`config.mk`:
```
export PLATFORM = sky130hd
export DESIGN_NAME = codec_stream_buffer_flat
export DESIGN_NICKNAME = d
export VERILOG_FILES = /design/src/rtl/codec_stream_buffer_if.sv /design/src/rtl/codec_stream_buffer.sv /design/src/flat_wrapper.sv
export SDC_FILE = /design/constraint.sdc
export NUM_CORES = 1
export LEC_CHECK = 0
export ABC_CLOCK_PERIOD_IN_PS = 10000
export CORE_MARGIN = 4
export CORE_UTILIZATION = 51
export DETAILED_ROUTE_END_ITERATION = 10
export GPL_ROUTABILITY_DRIVEN = 0
export GPL_TIMING_DRIVEN = 1
export PLACE_DENSITY = 0.83
export SYNTH_ARGS = -nofsm -noshare
export SYNTH_HDL_FRONTEND = slang
export SYNTH_SLANG_ARGS = --single-unit
```
`constraint.sdc`:
```
create_clock -name clk -period 10 [get_ports clk]
set_clock_uncertainty 0.1 [all_clocks]
set_input_delay 1 -clock clk [delete_from_list [all_inputs] [get_ports clk]]
set_output_delay 1 -clock clk [all_outputs]
set_load 0.05 [all_outputs]
```
`src/rtl/codec_stream_buffer_if.sv`:
```
`default_nettype none
// ============================================================================
//  Module      : codec_stream_buffer_if
//  Description : Bundle of the producer-side (FIR output) and CODEC-side
//                signals of the stereo sample FIFO, plus its status outputs.
//                  in_valid/in_left/in_right  : producer -> buffer
//                  in_ready                   : buffer -> producer
//                  write_ready                : CODEC  -> buffer
//                  write/writedata_left/right : buffer -> CODEC
//                  count/overflow/underflow_cnt : buffer status
//                master = producer/CODEC side, slave = the buffer itself.
//  Revision    : 1.0 - initial release
// ============================================================================
interface codec_stream_buffer_if #(
    parameter int DATA_WIDTH = 24,
    parameter int ADDR_WIDTH = 3
);
    logic                  in_valid;
    logic [DATA_WIDTH-1:0] in_left;
    logic [DATA_WIDTH-1:0] in_right;
    logic                  in_ready;
    logic                  write_ready;
    logic                  write;
    logic [DATA_WIDTH-1:0] writedata_left;
    logic [DATA_WIDTH-1:0] writedata_right;
    logic [ADDR_WIDTH:0]   count;
    logic                  overflow;
    logic [15:0]           underflow_cnt;

    modport master (
        output in_valid, in_left, in_right, write_ready,
        input  in_ready, write, writedata_left, writedata_right,
        input  count, overflow, underflow_cnt
    );

    modport slave (
        input  in_valid, in_left, in_right, write_ready,
        output in_ready, write, writedata_left, writedata_right,
        output count, overflow, underflow_cnt
    );
endinterface
`default_nettype wire

```
`src/rtl/codec_stream_buffer.sv`:
```
`default_nettype none
// ============================================================================
//  Module      : codec_stream_buffer
//  Description : Stereo sample FIFO between the FIR filter outputs and the
//                audio CODEC write port. Prefills to PREFILL pairs before
//                draining, serves every CODEC request (replaying the last
//                pair sent when starved), and reports sticky overflow and a
//                saturating count of starved CODEC writes.
//  Ports       : clk   - system clock
//                reset - synchronous, active-high reset
//                bus   - codec_stream_buffer_if.slave (producer input,
//                        CODEC output, count/overflow/underflow_cnt status)
//  Revision    : 1.0 - initial release
// ============================================================================
module codec_stream_buffer #(
    parameter int DATA_WIDTH = 24,
    parameter int ADDR_WIDTH = 3,
    parameter int PREFILL    = 4
) (
    input  wire logic             clk,
    input  wire logic             reset,
    codec_stream_buffer_if.slave  bus
);
    localparam int                  c_DEPTH_INT = 1 << ADDR_WIDTH;
    localparam logic [ADDR_WIDTH:0] c_DEPTH     = (ADDR_WIDTH+1)'(c_DEPTH_INT);
    localparam logic [ADDR_WIDTH:0] c_PREFILL   = (ADDR_WIDTH+1)'(PREFILL);
    localparam logic [ADDR_WIDTH:0] c_CNT_ONE   = (ADDR_WIDTH+1)'(1);
    localparam logic [ADDR_WIDTH-1:0] c_PTR_ONE = ADDR_WIDTH'(1);
    localparam logic [15:0]         c_UF_MAX    = 16'hFFFF;

    typedef enum logic [0:0] {
        ST_FILL = 1'b0,
        ST_RUN  = 1'b1
    } state_t;

    state_t                  r_state;
    state_t                  w_state_next;

    logic [2*DATA_WIDTH-1:0] r_mem [c_DEPTH_INT];
    logic [ADDR_WIDTH-1:0]   r_wr_ptr;
    logic [ADDR_WIDTH-1:0]   r_rd_ptr;
    logic [ADDR_WIDTH:0]     r_count;
    logic [2*DATA_WIDTH-1:0] r_last;
    logic                    r_overflow;
    logic [15:0]             r_underflow_cnt;

    logic                    w_full;
    logic                    w_empty;
    logic                    w_push;
    logic                    w_drop;
    logic                    w_accept;
    logic                    w_pop;
    logic                    w_starve;
    logic [2*DATA_WIDTH-1:0] w_out;

    // Fullness comes from the registered count only, so a pop in the same
    // cycle never frees a slot for a concurrent push.
    assign w_full   = (r_count == c_DEPTH);
    assign w_empty  = (r_count == '0);
    assign w_push   = bus.in_valid & ~w_full;
    assign w_drop   = bus.in_valid & w_full;

    // The DAC is never stalled: every CODEC request is answered.
    assign bus.write = bus.write_ready & ~reset;
    assign w_accept  = bus.write & bus.write_ready;

    // Head of FIFO only while draining with data; otherwise replay last pair.
    assign w_out = ((r_state == ST_RUN) && !w_empty) ? r_mem[r_rd_ptr] : r_last;

    assign bus.in_ready        = ~w_full;
    assign bus.writedata_left  = w_out[2*DATA_WIDTH-1:DATA_WIDTH];
    assign bus.writedata_right = w_out[DATA_WIDTH-1:0];
    assign bus.count           = r_count;
    assign bus.overflow        = r_overflow;
    assign bus.underflow_cnt   = r_underflow_cnt;

    always_ff @(posedge clk) begin
        if (reset) begin
            r_state <= ST_FILL;
        end else begin
            r_state <= w_state_next;
        end
    end

    always_comb begin
        w_state_next = r_state;
        w_pop        = 1'b0;
        w_starve     = 1'b0;
        case (r_state)
            ST_FILL: begin
                if (r_count >= c_PREFILL) begin
                    w_state_next = ST_RUN;
                end
            end
            ST_RUN: begin
                if (w_accept) begin
                    if (w_empty) begin
                        // Starved: no bypass of a same-cycle push; refill first.
                        w_starve     = 1'b1;
                        w_state_next = ST_FILL;
                    end else begin
                        w_pop = 1'b1;
                    end
                end
            end
        endcase
    end

    // Sample storage carries no reset; pointers and count define validity.
    always_ff @(posedge clk) begin
        if (w_push) begin
            r_mem[r_wr_ptr] <= {bus.in_left, bus.in_right};
        end
    end

    always_ff @(posedge clk) begin
        if (reset) begin
            r_wr_ptr        <= '0;
            r_rd_ptr        <= '0;
            r_count         <= '0;
            r_last          <= '0;
            r_overflow      <= 1'b0;
            r_underflow_cnt <= '0;
        end else begin
            if (w_push) begin
                r_wr_ptr <= r_wr_ptr + c_PTR_ONE;
            end
            if (w_pop) begin
                r_rd_ptr <= r_rd_ptr + c_PTR_ONE;
                r_last   <= r_mem[r_rd_ptr];
            end
            case ({w_push, w_pop})
                2'b10:   r_count <= r_count + c_CNT_ONE;
                2'b01:   r_count <= r_count - c_CNT_ONE;
                default: r_count <= r_count;
            endcase
            if (w_drop) begin
                r_overflow <= 1'b1;
            end
            if (w_starve && (r_underflow_cnt != c_UF_MAX)) begin
                r_underflow_cnt <= r_underflow_cnt + 16'd1;
            end
        end
    end
endmodule
`default_nettype wire

```
`src/flat_wrapper.sv`:
```
// flat-port wrapper written by rule: the top's interface ports become plain ports
module codec_stream_buffer_flat 
#(
    parameter int DATA_WIDTH = 24,
    parameter int ADDR_WIDTH = 3,
    parameter int PREFILL    = 4
)
  (clk, reset, bus_in_valid, bus_in_left, bus_in_right, bus_write_ready, bus_in_ready, bus_write, bus_writedata_left, bus_writedata_right, bus_count, bus_overflow, bus_underflow_cnt);
  codec_stream_buffer_if #(.DATA_WIDTH(DATA_WIDTH), .ADDR_WIDTH(ADDR_WIDTH)) bus_i ();
  input  wire logic clk;
  input  wire logic reset;
  input wire logic [$bits(bus_i.in_valid)-1:0] bus_in_valid;
  input wire logic [$bits(bus_i.in_left)-1:0] bus_in_left;
  input wire logic [$bits(bus_i.in_right)-1:0] bus_in_right;
  input wire logic [$bits(bus_i.write_ready)-1:0] bus_write_ready;
  output wire logic [$bits(bus_i.in_ready)-1:0] bus_in_ready;
  output wire logic [$bits(bus_i.write)-1:0] bus_write;
  output wire logic [$bits(bus_i.writedata_left)-1:0] bus_writedata_left;
  output wire logic [$bits(bus_i.writedata_right)-1:0] bus_writedata_right;
  output wire logic [$bits(bus_i.count)-1:0] bus_count;
  output wire logic [$bits(bus_i.overflow)-1:0] bus_overflow;
  output wire logic [$bits(bus_i.underflow_cnt)-1:0] bus_underflow_cnt;
  assign bus_i.in_valid = bus_in_valid;
  assign bus_i.in_left = bus_in_left;
  assign bus_i.in_right = bus_in_right;
  assign bus_i.write_ready = bus_write_ready;
  assign bus_in_ready = bus_i.in_ready;
  assign bus_write = bus_i.write;
  assign bus_writedata_left = bus_i.writedata_left;
  assign bus_writedata_right = bus_i.writedata_right;
  assign bus_count = bus_i.count;
  assign bus_overflow = bus_i.overflow;
  assign bus_underflow_cnt = bus_i.underflow_cnt;
  codec_stream_buffer #(.DATA_WIDTH(DATA_WIDTH), .ADDR_WIDTH(ADDR_WIDTH), .PREFILL(PREFILL)) u_core (.clk(clk), .reset(reset), .bus(bus_i));
endmodule
```
# Word-level counts from Yosys, hierarchy flattened

Memories as Yosys holds them, arrays and structs flattened. A register that Yosys moved wholly into a read port is not among the register bits.
Cells that the tools add are included.

Add/subtract/negate cells: 5
$lt $le $gt $ge: 1
Equality and inequality tests: 4
Multiplexer cells: 15
Bitwise gates (word level): 7
Reductions and logical operators: 5

Operator list:

| kind                                                                                | number |
|---|---|
| 48-bit two-way mux                                                                  | 1 |
| 16-bit by 1-bit adder with 16-bit output, second input constant                     | 1 |
| 16-bit != test, second input constant                                               | 1 |
| 1-bit two-way mux                                                                   | 10 |
| 4-bit case mux with 2 select lines                                                  | 1 |
| 3-bit by 1-bit adder with 3-bit output, second input constant                       | 2 |
| 3-bit two-way mux                                                                   | 2 |
| 4-bit by 1-bit adder with 4-bit output, second input constant                       | 1 |
| 1-bit AND                                                                           | 4 |
| 4-bit equality test, second input constant                                          | 1 |
| 4-bit by 3-bit greater-or-equal comparator with 1-bit output, second input constant | 1 |
| 4-bit zero test                                                                     | 1 |
| 4-bit by 1-bit subtractor with 4-bit output, second input constant                  | 1 |
| 1-bit NOT                                                                           | 3 |
| 2-bit by 1-bit equality test with 1-bit output, second input constant               | 1 |
| 2-bit equality test, second input constant                                          | 1 |
| 1-bit logical AND                                                                   | 2 |
| 1-bit case mux with 2 select lines                                                  | 1 |
| 2-bit nonzero test                                                                  | 1 |
| 1-bit zero test                                                                     | 1 |

Flip-flop bits (word level): 76
Memory bits (writable): 384
Input port bits: 52
Output and inout bits: 71
Word-level logic and storage cells: 45
Memories: 1

Memories:

| memory       | words | width | rd ports | clocked after memory_dff | wr ports | line                      | text |
|---|---|---|---|---|---|---|---|
| u_core.r_mem | 8     | 48    | 1        | 1                        | 1        | codec_stream_buffer.sv:39 | `logic [2*DATA_WIDTH-1:0] r_mem [c_DEPTH_INT];` |

# Logic depth before layout (Yosys ltp)

Gate-level depths: netlist of the first run.

Depth in word-level cells: 7
Depth in mapped cells: 13
Mapped depth without buffers: 10

# Worst setup path before layout of the first run

Ideal clock, no wire load.

Kind: flip-flop to flip-flop
Start point: reg u_core.r_count[2], in the netlist u_core.bus.count[2]
End point: mem u_core.r_mem[0][0] in the netlist's numbering (enable)
Library setup time: 0.573 ns
Arrival: 6.220 ns
Path slack: 3.107 ns
Stages on the path, launching flop included: 6
Buffers on the path: 2
Clock period less this slack: 6.893 ns
Path through: dfxtp_1 -> clkbuf_1 -> or4b_2 -> buf_2 -> nand2_2 -> nor4_1

Cells in the longest elaborated chain, start to end: 5

Ends and longest elaborated chain:

| item                                    | line                       | text |
|---|---|---|
| from (decl)                             | codec_stream_buffer.sv:42  | `logic [ADDR_WIDTH:0] r_count;` |
| from (signal assigned)                  | codec_stream_buffer.sv:133 | `2'b10: r_count <= r_count + c_CNT_ONE;` |
| from (signal assigned)                  | codec_stream_buffer.sv:134 | `2'b01: r_count <= r_count - c_CNT_ONE;` |
| from (signal assigned)                  | codec_stream_buffer.sv:135 | `default: r_count <= r_count;` |
| 4-bit equality test                     | codec_stream_buffer.sv:58  | `assign w_full = (r_count == c_DEPTH);` |
| 1-bit NOT                               | --                         |  |
| named net bus_in_ready                  | flat_wrapper.sv:16         | `output wire logic [$bits(bus_i.in_ready)-1:0] bus_in_ready;` |
| 1-bit AND                               | codec_stream_buffer.sv:60  | `assign w_push = bus.in_valid & ~w_full;` |
| 1-bit two-way mux                       | codec_stream_buffer.sv:111 | `if (w_push) begin` |
| 1-bit two-way mux (implied by the code) | codec_stream_buffer.sv:112 | `r_mem[r_wr_ptr] <= {bus.in_left, bus.in_right};` |
| to (decl)                               | codec_stream_buffer.sv:39  |  |

The timed path passes the listed nets, and every way through them passes these cells.

==> run summary, run 1 <==
The logs give 0.02131 mm^2 for the final instance area and 4.582 ns for the worst setup margin. The total routing usage reported by global routing was 19.12%; the power density over the cells was 186.6 mW/mm^2. In the routed layout, each cell is associated on average with a via count of 5.885.

The net count of the finished layout is 1197. The library cells used most frequently in the layout, excluding fill and tap cells, are sky130_fd_sc_hd__edfxtp_1, sky130_fd_sc_hd__clkdlybuf4s50_1, sky130_fd_sc_hd__mux4_2. For this run, the share of the core covered by cells in the final layout is 61.23%.

The initial utilization of the core area, before any placement, comes to 52.09%. The max-slew headroom at the worst pin came out at 15.98%. Each instance of the synthesized netlist takes up on average 17.80 um^2. For the number of hold buffers added after cts, the log shows 0.

For the worst setup path, the data arrival time is 4.32 ns. The run gives 3.624% as the met3 usage. For this run, the register share of the synthesized area comes to 72.35%.

Leading cell type in the layout, fill and taps excluded: sky130_fd_sc_hd__edfxtp_1. Setup repair after global routing left no endpoint under its margin. During synthesis, Yosys emitted a total of 0 warnings. Leaving out filler cells and counting taps, the final layout contains 1633. The tools report the via count of the first global-routing pass as 9711. The most used flip-flop cell after synthesis is sky130_fd_sc_hd__edfxtp_1. In the synthesized netlist, the number of instances is 1018. The clock network accounts for 42.6% of the total power. In this run, synthesis produced a sequential element count of 463. For this run, design rule violations remaining after detail routing come to 0. The run gives 3.977 mW as the overall power after layout. In this run the remaining antenna-violating nets after routing total 0.

After synthesis the cells add up to 0.01812 mm^2. Global routing used 32.58% of the available met2 tracks. For this run, the slowest stage of the critical path takes 0.93 ns. The share of flip-flops with an asynchronous set or reset is 0%.

Horizontal die dimension: 196.5 um. TritonCTS built the clock tree. The logs give 0 for the number of endpoints failing setup at the final stage and 51 for the unique cell type count in the Yosys netlist. The run gives 46 as the number of buffers inserted during clock tree synthesis. Clock tree synthesis found a total of 463 sinks. The I/O pin count came out at 123. The signal on the critical path passes through buf_4, mux4_2, mux2i_1, o21ai_0, clkdlybuf4s50_1.

The met1 track utilization from global routing was 25.76%. The root buffer cell was sky130_fd_sc_hd__clkbuf_16. The tools report the number of antenna violations at the first check in global routing as 3. The estimated wirelength of the detail-placed design is 19.53 mm, and the minimum period implied by the final worst setup slack is 5.418 ns. Timing would allow up to 0.1846 GHz. For the pin with the worst max-slew slack, the measured transition is 1.253 ns. The global-route wire length before repair was 57.14 mm; the number of maximum-capacitance constraint violations was 0. No sink is reached through more buffers than the 3 on the longest clock path. The tools report the critical register-to-register path startpoint as u_core.bus.count[0]$_SDFFE_PP0P_. The number of nets in the synthesized netlist is 1076. For the final hold slack, the log shows 0.3759 ns. The die is 196.5 um tall. Along the worst path, the maximum fanout reaches 54.

The final count of pins violating max slew is 0, and the total length of routed wires is 37.21 mm. The switching share of power works out to 19.99%. The logs give 0 for the total count of hold-check failures in the final report and 99 for the largest net degree at the start of global routing.

Number of enable-type register cells in the synthesized netlist: 384. The tools report the row count as 68. The run finished with clean final reports. The type of element capturing the critical path was a primary output. STA puts the critical path data required time at 8.90 ns.

The clock transition at the registers of the reported paths was 0.06 ns. The total overflow left after global routing is 0. The tools report the reported net switching power as 0.7949 mW.

Cell internal power was estimated by the tool at 3.182 mW. The later pin in the worst-skew pair is clocked with a latency of 0.54 ns. The run gives 9610 as the total vias in the final route.

The worst min-delay path class was reg2reg. Dividing the final minimum period by the clock period gives 54.18%. After detailed placement, the design holds a cell count of 1546. The startpoint identified for the worst hold timing path is u_core.r_rd_ptr[1]$_SDFFE_PP0P_. The core region area is 0.03480 mm^2, and the flop-to-flop setup slack is 5.54 ns. Across the VDD grid, the largest voltage drop is 0.0001385 V. The setup slack at placement is 5.068 ns, and the part of the total power dissipated in combinational logic is 3.5%. The filler cells instantiated in the layout total 2358. In this run the static leakage power is 6.724 nW. After global routing, the most crowded layer is met2. The kind of critical path is reg2out. The routed length per instance was 22.78 um. The number of input and output port buffers inserted is 122, and the quantity of gates resized following cts is 0. The tools report the number of iterations in the first detailed-routing pass as 5.

In this run the post-CTS setup repair buffer count came out at 0. Total die area: 0.03862 mm^2. The total negative setup slack was 0 ns; the H-tree depth reported by CTS was 2.

The detailed router finished its first iteration with 708 violations. The element type at the critical path start was a flop. Once placement finished, the instance area stood at 0.01980 mm^2.

The area growth from synthesis to layout is 17.56%. For the power share of the sequential group, the log shows 53.9%. The slowest stage of the critical path is the sky130_fd_sc_hd__buf_4 cell.

Cells with a size suffix above 1 make up 22.34% of the layout.
-- worst paths after layout --
check                                                        end  cells past startpoint
worst max-delay path                       bus_writedata_left[5]                      5
worst min-delay path                                        flop                      2
worst max register to register  u_core.bus.count[2]$_SDFFE_PP0P_                     12
worst min register to register                              flop                      2
-- sequential cells by signal, indices dropped and copies added (netlist names), named ones only --
signal	flops
u_core.bus.count	4
u_core.bus.underflow_cnt	16
u_core.r_rd_ptr	3
u_core.bus.overflow	1
u_core.r_mem	384
u_core.r_state	1
u_core.r_last	48
u_core.r_wr_ptr	3
-- synth_stat cells, types with 10 or more instances --
cell                       count  area share [%]
sky130_fd_sc_hd__edfxtp_1    384              64
sky130_fd_sc_hd__mux4_2       96              12
sky130_fd_sc_hd__dfxtp_1      79             8.7
sky130_fd_sc_hd__nor2_1       73             1.5
sky130_fd_sc_hd__nand2_1      62             1.3
sky130_fd_sc_hd__o21ai_0      52             1.4
sky130_fd_sc_hd__mux2i_1      50             2.8
sky130_fd_sc_hd__a31o_2       48             2.3
sky130_fd_sc_hd__clkbuf_1     29            0.60
sky130_fd_sc_hd__buf_2        20            0.55
sky130_fd_sc_hd__nor2b_1      11            0.38
sky130_fd_sc_hd__a21oi_1      10            0.28
sky130_fd_sc_hd__mux2_2       10            0.62
-- metal layers --
| metal | vias up | routed length (um) | share of wire [%] |
|---|---|---|---|
| met2 | 315 | 19100 | 51 |
| met1 | 4943 | 15010 | 40 |
| met5 | - | 31 | 0.083 |
| met3 | 57 | 2331 | 6.3 |
| li1 | 4291 | - | - |
| met4 | 4 | 727 | 2.0 |
-- worst max-delay path: cells and delay by family (launching register included) --
| kind | cells | cell delay, ns |
|---|---|---|
| buffers and inverters | 2 | 1.72 |
| AO/OA/AOI/OAI | 1 | 0.19 |
| flip-flops | 1 | 0.90 |
| multiplexers | 2 | 0.84 |
-- cell families (layout without fill, tap and decap cells) --
| kind of cell | count (synthesis) | count (layout) | synth area share, % |
|---|---|---|---|
| mux | 156 | 156 | 15.31 |
| buf+inv | 69 | 228 | 1.753 |
| fa+ha+maj | 6 | 6 | 0.4142 |
| other cells | 0 | 1 | 0 |
| compound gates | 125 | 125 | 4.798 |
| flops | 463 | 463 | 72.35 |
| simple gates | 192 | 192 | 5.039 |
| xor+xnor | 7 | 7 | 0.3383 |
-- power groups by stage --
stage                     Sequential (mW)  Clock (mW)  Combinational, mW
after floorplan                      2.19           0             0.0664
after global placement               2.18           0              0.135
after detailed placement             2.18           0              0.139
after CTS                            2.14        1.72              0.141
after global routing                 2.15        1.81              0.150
final                                2.14        1.69              0.139
-- cell type report --
type / instances / area, um^2 / share of cell area [%]
Inverter: 5 / 18.77 / 0.08808
Sequential cell: 463 / 13120 / 61.59
Antenna cell: 1 / 2.502 / 0.01174
Multi-Input combinational cell: 486 / 4751 / 22.30
Clock inverter: 24 / 193.9 / 0.9102
Timing Repair Buffer: 137 / 1334 / 6.260
Tap cell: 455 / 569.3 / 2.672
Clock buffer: 62 / 1315 / 6.171
(Power assumes the default switching activity.)
==> inputs of run 2 (changes only) <==
--- a/config.mk
+++ b/config.mk
@@ -5,13 +5,13 @@
 export SDC_FILE = /design/constraint.sdc
 export NUM_CORES = 1
 export LEC_CHECK = 0
-export ABC_CLOCK_PERIOD_IN_PS = 10000
+export ABC_CLOCK_PERIOD_IN_PS = 4700
 export CORE_MARGIN = 4
 export CORE_UTILIZATION = 51
 export DETAILED_ROUTE_END_ITERATION = 10
 export GPL_ROUTABILITY_DRIVEN = 0
 export GPL_TIMING_DRIVEN = 1
-export PLACE_DENSITY = 0.83
+export PLACE_DENSITY = 0.85
 export SYNTH_ARGS = -nofsm -noshare
 export SYNTH_HDL_FRONTEND = slang
 export SYNTH_SLANG_ARGS = --single-unit
==> constraint.sdc (replaced) <==
create_clock -name clk -period 4.7 [get_ports clk]
set_clock_uncertainty 0.1 [all_clocks]
set_input_delay 0.47 -clock clk [delete_from_list [all_inputs] [get_ports clk]]
set_output_delay 0.47 -clock clk [all_outputs]
set_load 0.05 [all_outputs]
==> run 2 against run 1 <==
  * Worst setup slack lost 3.8 ns
  * Non-clock buffer count grew 6
  * Flip-flop and latch count is the same
  * Wire length grew 4.3%
  * Critical path type unchanged
  * Die area is the same
  * Cell area grew 0.64%
  * Via count grew 2.1%
==> run summary, run 2 (synthesized netlist as in run 1, its figures left out) <==
The flow ran to the end, and the final reports show no timing, DRC or antenna violations. The depth of the most critical reg-to-reg path works out to 11 (-1). The worst min-delay path class is reg2reg.

The logs give 0 ns (unchanged) for the total negative setup slack and 0 (unchanged) for the number of buffers inserted by post-CTS setup repair. The run gives 1635 (+0.12%) as the count of non-filler cells in the finished layout. For this run, the top clock speed supported by timing is 0.2542 GHz. The combined buffer and inverter count along the critical path works out to 2 (unchanged). Setup repair after global routing left no endpoint under its margin.

The layout net count was 1201 (+0.33%). The post-detailed-route via-to-cell ratio is 5.999 (+1.9%), and the critical path's largest stage delay is 0.74 ns (-0.19 ns). Row count: 68 (unchanged). For the data arrival time of the critical path, the log shows 3.36 ns (-0.96 ns). The critical path in this run is classified as reg2out. Slowest library cell on the worst path: sky130_fd_sc_hd__dfxtp_4. The DRC marker count from the first detailed-route iteration is 955 (+35%). The run gives 27.17% (+1.4 points) as the met1 track utilization from global routing. The capture instance of the worst register-to-register path is u_core.bus.count[2]$_SDFFE_PP0P_. The power density over the cells works out to 396.4 mW/mm^2 (+110%). The number of flip-flops under the largest register name is 384 (unchanged). The via count of the first global-routing pass is 10.01k (+3.1%). The die span in y is 196.5 um (unchanged).

The kind of cell with the highest combined delay along the critical path is buffers and inverters. From synthesis to final layout, the design area changed by 18.31%. The total count of hold-check failures in the final report was 0 (unchanged); the largest fanout on the critical path was 40 (-26%).

The estimated wirelength of the detail-placed design is 21.57 mm (+10%). The share of cells above drive strength 1 is 22.56% (+0.22 points), and the core region area is 0.03480 mm^2 (unchanged). For the power share of the sequential group, the log shows 53.7% (-0.2 points). The run gives 3 (unchanged) as the buffer depth of the longest clock path. The startpoint identified for the worst hold timing path is u_core.bus.overflow$_SDFFE_PP0P_. The flop-to-flop setup slack was 1.67 ns (-3.87 ns).

The horizontal die dimension is 196.5 um (unchanged), and the maximum resistive drop on vdd is 0.0003382 V (+140%). For the share of the core filled with cells, the log shows 61.62% (+0.39 points). After layout, the worst path uses 83.70% of the clock period.

The tools report the reported net switching power as 1.693 mW (+110%). The quantity of gates resized following cts was 0 (unchanged); the final count of pins violating max slew was 0 (unchanged). Part of the total power dissipated in combinational logic: 3.5% (about the same). TritonCTS built the clock tree. The run gives 59.91 mm (+4.8%) as the global-route wire length before repair. The effective utilization at floorplan is 52.09% (unchanged), and the total placed cells including tap cells is 1552 (+0.39%). The tools report the number of remaining DRC errors as 0 (unchanged). The tools report the total die area as 0.03862 mm^2 (unchanged).

The number of nets with antenna violations after routing was 0 (unchanged). The logs give 15.94% (-0.038 points) for the max-slew headroom at the worst pin and 6.771 nW (+0.70%) for the static leakage power. The tools report the type of element capturing the critical path as a primary output.

The run gives 33.86% (+1.3 points) as the met2 routing resource usage after global routing. The total length of routed wires is 38.82 mm (+4.3%). The smallest clock period supported by the final layout is computed as 3.934 ns. The pin slew with the least headroom to its limit works out to 1.259 ns (+0.005561 ns). The layout filler cell count came out at 2332 (-1.1%). The logs give 0 (unchanged) for the number of maximum-capacitance constraint violations and 99 (unchanged) for the largest net degree at the start of global routing. The number of antenna violations at the first check in global routing was 5 (+2). The worst setup path is launched from a flop. The run gives 123 (unchanged) as the I/O pin count. The number of endpoints failing setup at the final stage is 0 (unchanged). The number of buffers inserted during clock tree synthesis was 44 (-4.3%). The tools report the number of hold buffers added after cts as 0 (unchanged). The run gives 4.13 ns (-4.77 ns) as the worst endpoint required time.

The latest clock arrival within the worst-skew pair is 0.55 ns (about the same), and the routed length per instance is 23.74 um (+4.2%). The sink count of the clock tree is 463 (unchanged). After global routing, the most crowded layer is met2. The H-tree depth reported by CTS is 2 (unchanged), and the overflow left after global routing is 0 (unchanged). The worst register-to-register path begins at u_core.bus.count[0]$_SDFFE_PP0P_.

The met3 usage is 3.675% (+0.051 points), and the total vias in the final route is 9809 (+2.1%). The worst hold path terminates at u_core.bus.overflow$_SDFFE_PP0P_. The top cell types in the final layout, fill and taps aside, are sky130_fd_sc_hd__edfxtp_1, sky130_fd_sc_hd__clkdlybuf4s50_1, sky130_fd_sc_hd__mux4_2. The signal on the critical path passes through buf_4, mux4_2, mux2i_1, o21ai_0, clkdlybuf4s50_1. Leaving out fill and tap cells, the most frequent cell in the layout is sky130_fd_sc_hd__edfxtp_1. For the number of iterations in the first detailed-routing pass, the log shows 5 (unchanged).

The clock group share of total power came out at 42.8% (+0.2 points). The total routing usage reported by global routing was 19.96% (+0.84 points). The tools report the internal power as 6.807 mW (+110%). The hold path depth was 2 (unchanged). The number of input and output port buffers inserted came out at 122 (unchanged).

The clock transition at the registers of the reported paths came out at 0.06 ns (about the same). The largest register by flop count was u_core.r_mem. Switching share of power: 19.92% (-0.066 points). The root buffer cell is sky130_fd_sc_hd__clkbuf_16.
[run 2: changes by cell type in the layout (fill, tap and decap cells not counted), sizes merged]
| cell | previous run | this run |
|---|---|---|
| buf | 15 | 21 |
| clkinv | 19 | 14 |
| bufinv | 3 | 6 |
| clkbuf | 62 | 59 |
| inv | 6 | 8 |
| clkinvlp | 1 | 0 |
[run 2: metrics by stage]
stage               total power [mW]  setup slack, ns  hold slack [ns]  instance area (um^2)
global route                   8.769           0.5553           0.4025                 21440
CTS                            8.562           0.7178           0.3788                 21440
global placement               4.929            1.345           0.3465                 19930
finish                         8.500           0.7663           0.3847                 21440
floorplan                      4.791          -0.9236           0.3512                 18140
detailed placement             4.948            1.344           0.3618                 19930
[run 2: worst reg2reg max path, cell delays in order, from the launching register on]
cell	delay, ns
sky130_fd_sc_hd__dfxtp_1	0.43
sky130_fd_sc_hd__o41ai_4	0.44
sky130_fd_sc_hd__buf_12	0.40
sky130_fd_sc_hd__nand2b_4	0.23
sky130_fd_sc_hd__inv_2	0.06
sky130_fd_sc_hd__ha_1	0.27
sky130_fd_sc_hd__xor2_1	0.17
sky130_fd_sc_hd__ha_1	0.20
sky130_fd_sc_hd__a21oi_1	0.14
sky130_fd_sc_hd__xor2_1	0.09
sky130_fd_sc_hd__or3_1	0.31
sky130_fd_sc_hd__a21oi_1	0.14
[run 2: worst max-delay path by stage]
stage	start	endpoint	slack, ns	cells after the start
2_1_floorplan	u_core.bus.count[2]$_SDFFE_PP0P_	u_core.r_mem[2][0]$_DFFE_PP_	-0.92	5
3_3_place_gp	flop	bus_writedata_right[6]	1.34	5
3_5_place_dp	flop	bus_writedata_right[2]	1.34	5
4_1_cts	flop	bus_writedata_right[2]	0.72	5
5_1_grt	flop	bus_writedata_right[2]	0.56	5
6_report	flop	bus_writedata_right[18]	0.77	5
[run 2: layer usage]
metal,up-vias,share of wire (%)
met4,8,2.2
met3,70,6.3
met1,5108,40
li1,4288,-
met2,335,51
met5,-,0.14
[run 2: power groups by stage]
| stage | logic, mW | registers (mW) | clock network [mW] |
|---|---|---|---|
| finish | 0.300 | 4.56 | 3.64 |
| global route | 0.323 | 4.57 | 3.88 |
| CTS | 0.302 | 4.56 | 3.70 |
| detailed placement | 0.299 | 4.65 | 0 |
| global placement | 0.289 | 4.64 | 0 |
| floorplan | 0.142 | 4.65 | 0 |
[run 2: final cells by class]
| class | count | area, um^2 | share of cell area (%) |
|---|---|---|---|
| inverters | 5 | 18.77 | 0.08752 |
| repair buffers | 143 | 1454 | 6.780 |
| multi-input cells | 486 | 4766 | 22.22 |
| diodes | 1 | 2.502 | 0.01167 |
| well taps | 455 | 569.3 | 2.655 |
| flip-flops and latches | 463 | 13120 | 61.20 |
| clock buffers | 59 | 1217 | 5.677 |
| clock inverters | 23 | 292.8 | 1.365 |
==> inputs of run 3 (changes only) <==
--- a/config.mk
+++ b/config.mk
@@ -5,13 +5,13 @@
 export SDC_FILE = /design/constraint.sdc
 export NUM_CORES = 1
 export LEC_CHECK = 0
-export ABC_CLOCK_PERIOD_IN_PS = 4700
+export ABC_CLOCK_PERIOD_IN_PS = 3900
 export CORE_MARGIN = 4
 export CORE_UTILIZATION = 51
 export DETAILED_ROUTE_END_ITERATION = 10
 export GPL_ROUTABILITY_DRIVEN = 0
 export GPL_TIMING_DRIVEN = 1
-export PLACE_DENSITY = 0.85
+export PLACE_DENSITY = 0.83
 export SYNTH_ARGS = -nofsm -noshare
 export SYNTH_HDL_FRONTEND = slang
 export SYNTH_SLANG_ARGS = --single-unit
==> constraint.sdc (replaced) <==
create_clock -name clk -period 3.9 [get_ports clk]
set_clock_uncertainty 0.1 [all_clocks]
set_input_delay 0.39 -clock clk [delete_from_list [all_inputs] [get_ports clk]]
set_output_delay 0.39 -clock clk [all_outputs]
set_load 0.05 [all_outputs]
==> run 3 against run 2 <==
  * Core utilization is 0.26 points higher
  * Die area stayed put
  * Global-route usage is 0.28 points lower
  * Highest routed layer unchanged
==> run summary, run 3 (synthesized netlist as in run 1, its figures left out) <==
The run finished with clean final reports. Static timing analysis puts the maximum clock frequency at 0.2735 GHz. The worst endpoint required time was 3.41 ns (-0.72 ns); the switching share of power was 19.43% (-0.50 points). STA classifies the critical path startpoint as a flop. The layout net count is 1209 (+0.67%).

The total count of hold-check failures in the final report came out at 0 (unchanged). In this run the clock root is driven by a sky130_fd_sc_hd__clkbuf_16. The largest fanout on the critical path was 31 (-23%). The maximum resistive drop on vdd is 0.0003046 V (-10%), and the latest clock arrival within the worst-skew pair is 0.54 ns (about the same). Share of cells above drive strength 1: 22.68% (+0.12 points). The total placed cells including tap cells came out at 1560 (+0.52%).

I/O pin count: 123 (unchanged). The power density over the cells came out at 477.0 mW/mm^2 (+20%). The sink count of the clock tree came out at 463 (unchanged). In the layout the commonest cells are sky130_fd_sc_hd__edfxtp_1, sky130_fd_sc_hd__clkdlybuf4s50_1, sky130_fd_sc_hd__mux4_2.

The total length of routed wires came out at 38.20 mm (-1.6%). The number of input and output port buffers inserted was 122 (unchanged); the clock group share of total power was 43.0% (+0.2 points). The core region area was 0.03480 mm^2 (unchanged); the total negative setup slack was 0 ns (unchanged). The startpoint identified for the worst register-to-register timing path is u_core.bus.count[1]$_SDFFE_PP0P_. The run gives 812 (-15%) as the DRC marker count from the first detailed-route iteration. The pin slew with the least headroom to its limit is 1.113 ns (-0.1460 ns). TritonCTS built the clock tree.

The global-route wire length before repair is 58.86 mm (-1.7%), and the final hold slack is 0.3850 ns (+0.0002930 ns). In the finished design, the share of the clock period the worst path needs comes to 93.75%. The number of iterations in the first detailed-routing pass is 5 (unchanged). The quantity of gates resized following cts was 0 (unchanged); the minimum period implied by the final worst setup slack was 3.656 ns. The logs give 0.03862 mm^2 (unchanged) for the total die area and 0 (unchanged) for the number of buffers inserted by post-CTS setup repair.

The max-slew headroom at the worst pin is 25.80% (+9.9 points), and the buffer depth of the longest clock path is 3 (unchanged). Number of hold buffers added after cts: 0 (unchanged). The internal power is 8.276 mW (+22%). The worst setup path is captured at a primary output. The area growth from synthesis to layout is 18.82%. Ranked by flip-flop count, first place goes to u_core.r_mem. The run gives 1642 (+0.43%) as the count of non-filler cells in the finished layout. The number of antenna violations at the first check in global routing was 2 (-3); the number of remaining DRC errors was 0 (unchanged).

In this run the worst hold path is classified as reg2reg. The overflow left after global routing was 0 (unchanged); the clock transition at the registers of the reported paths was 0.06 ns (about the same). The logs give 19.68% (-0.28 points) for the total routing usage reported by global routing and 6.802 nW (+0.46%) for the static leakage power.

The run gives 9882 (-1.3%) as the via count of the first global-routing pass. The tools report the part of the total power dissipated in combinational logic as 3.5% (about the same). Setup repair after global routing left no endpoint under its margin.

The die span in y is 196.5 um (unchanged). The post-detailed-route via-to-cell ratio works out to 5.912 (-1.5%). The number of nets with antenna violations after routing is 0 (unchanged). The number of maximum-capacitance constraint violations is 0 (unchanged). The final instance area is 0.02154 mm^2 (+0.43%).

The critical path is of the reg2out type. The reported net switching power was 1.995 mW (+18%). Leaving out fill and tap cells, the most frequent cell in the layout is sky130_fd_sc_hd__edfxtp_1.

The run gives 22.07 mm (+2.3%) as the estimated wirelength of the detail-placed design. For the largest net degree at the start of global routing, the log shows 99 (unchanged). The power share of the sequential group was 53.5% (-0.2 points); the number of flip-flops under the largest register name was 384 (unchanged).

The run gives 44 (unchanged) as the number of buffers inserted during clock tree synthesis. The worst hold path begins at u_core.r_last[27]$_SDFFE_PP0P_. The final count of pins violating max slew is 0 (unchanged), and the horizontal die dimension is 196.5 um (unchanged). The tools report the H-tree depth reported by CTS as 2 (unchanged). The routed length per instance came out at 23.27 um (-2.0%). The row count is 68 (unchanged). The run gives 3.17 ns (-0.19 ns) as the data arrival time of the critical path. The total cell area at the placement stage came out at 0.02002 mm^2 (+0.46%). The run gives 9707 (-1.0%) as the total vias in the final route. Number of endpoints failing setup at the final stage: 0 (unchanged). The effective utilization at floorplan was 52.09% (unchanged).
run 3: worst max-delay path, stage by stage (launching register included):
cell	delay (ns)
sky130_fd_sc_hd__dfxtp_4	0.57
sky130_fd_sc_hd__buf_12	0.31
sky130_fd_sc_hd__mux4_2	0.54
sky130_fd_sc_hd__mux2i_1	0.26
sky130_fd_sc_hd__o21ai_0	0.18
sky130_fd_sc_hd__clkdlybuf4s50_1	0.74
run 3: stage by stage:
stage	setup slack, ns	util, %	power, mW
after detailed placement	0.7532	57.54	5.961
after global routing	0.06153	61.89	10.60
final	0.2436	61.89	10.27
after global placement	0.7756	57.54	5.940
after floorplan	-0.3912	-	5.772
after CTS	0.1816	61.88	10.33
run 3: final cells by class:
cell class | count | area, um^2
Fill cell | 2349 | 13260
Sequential cell | 463 | 13120
Multi-Input combinational cell | 486 | 4785
Timing Repair Buffer | 151 | 1526
Clock buffer | 62 | 1240
Tap cell | 455 | 569.3
Clock inverter | 19 | 270.3
Inverter | 5 | 18.77
Antenna cell | 1 | 2.502
run 3: power by group through the flow:
stage	Clock, mW	Combinational [mW]	Sequential (mW)
3_3_place_gp	0	0.348	5.59
3_5_place_dp	0	0.361	5.60
2_1_floorplan	0	0.173	5.60
6_report	4.42	0.361	5.50
4_1_cts	4.47	0.364	5.50
5_1_grt	4.71	0.389	5.50
run 3: final timing paths:
check,end,slack (ns),depth (start not counted)
max,bus_writedata_left[3],0.24,5
min,u_core.r_last[27]$_SDFFE_PP0P_,0.38,1
max reg2reg,u_core.bus.count[2]$_SDFFE_PP0P_,0.79,9
min reg2reg,u_core.r_last[27]$_SDFFE_PP0P_,0.38,1
run 3: metal layers:
layer  routed length (um)  part of all wire, %  global-route usage, %
met5                    7                0.018                      0
met4                  625                  1.6                  4.319
met3                 2626                  6.9                  3.863
met2                19310                   51                  33.01
met1                15630                   41                  27.27
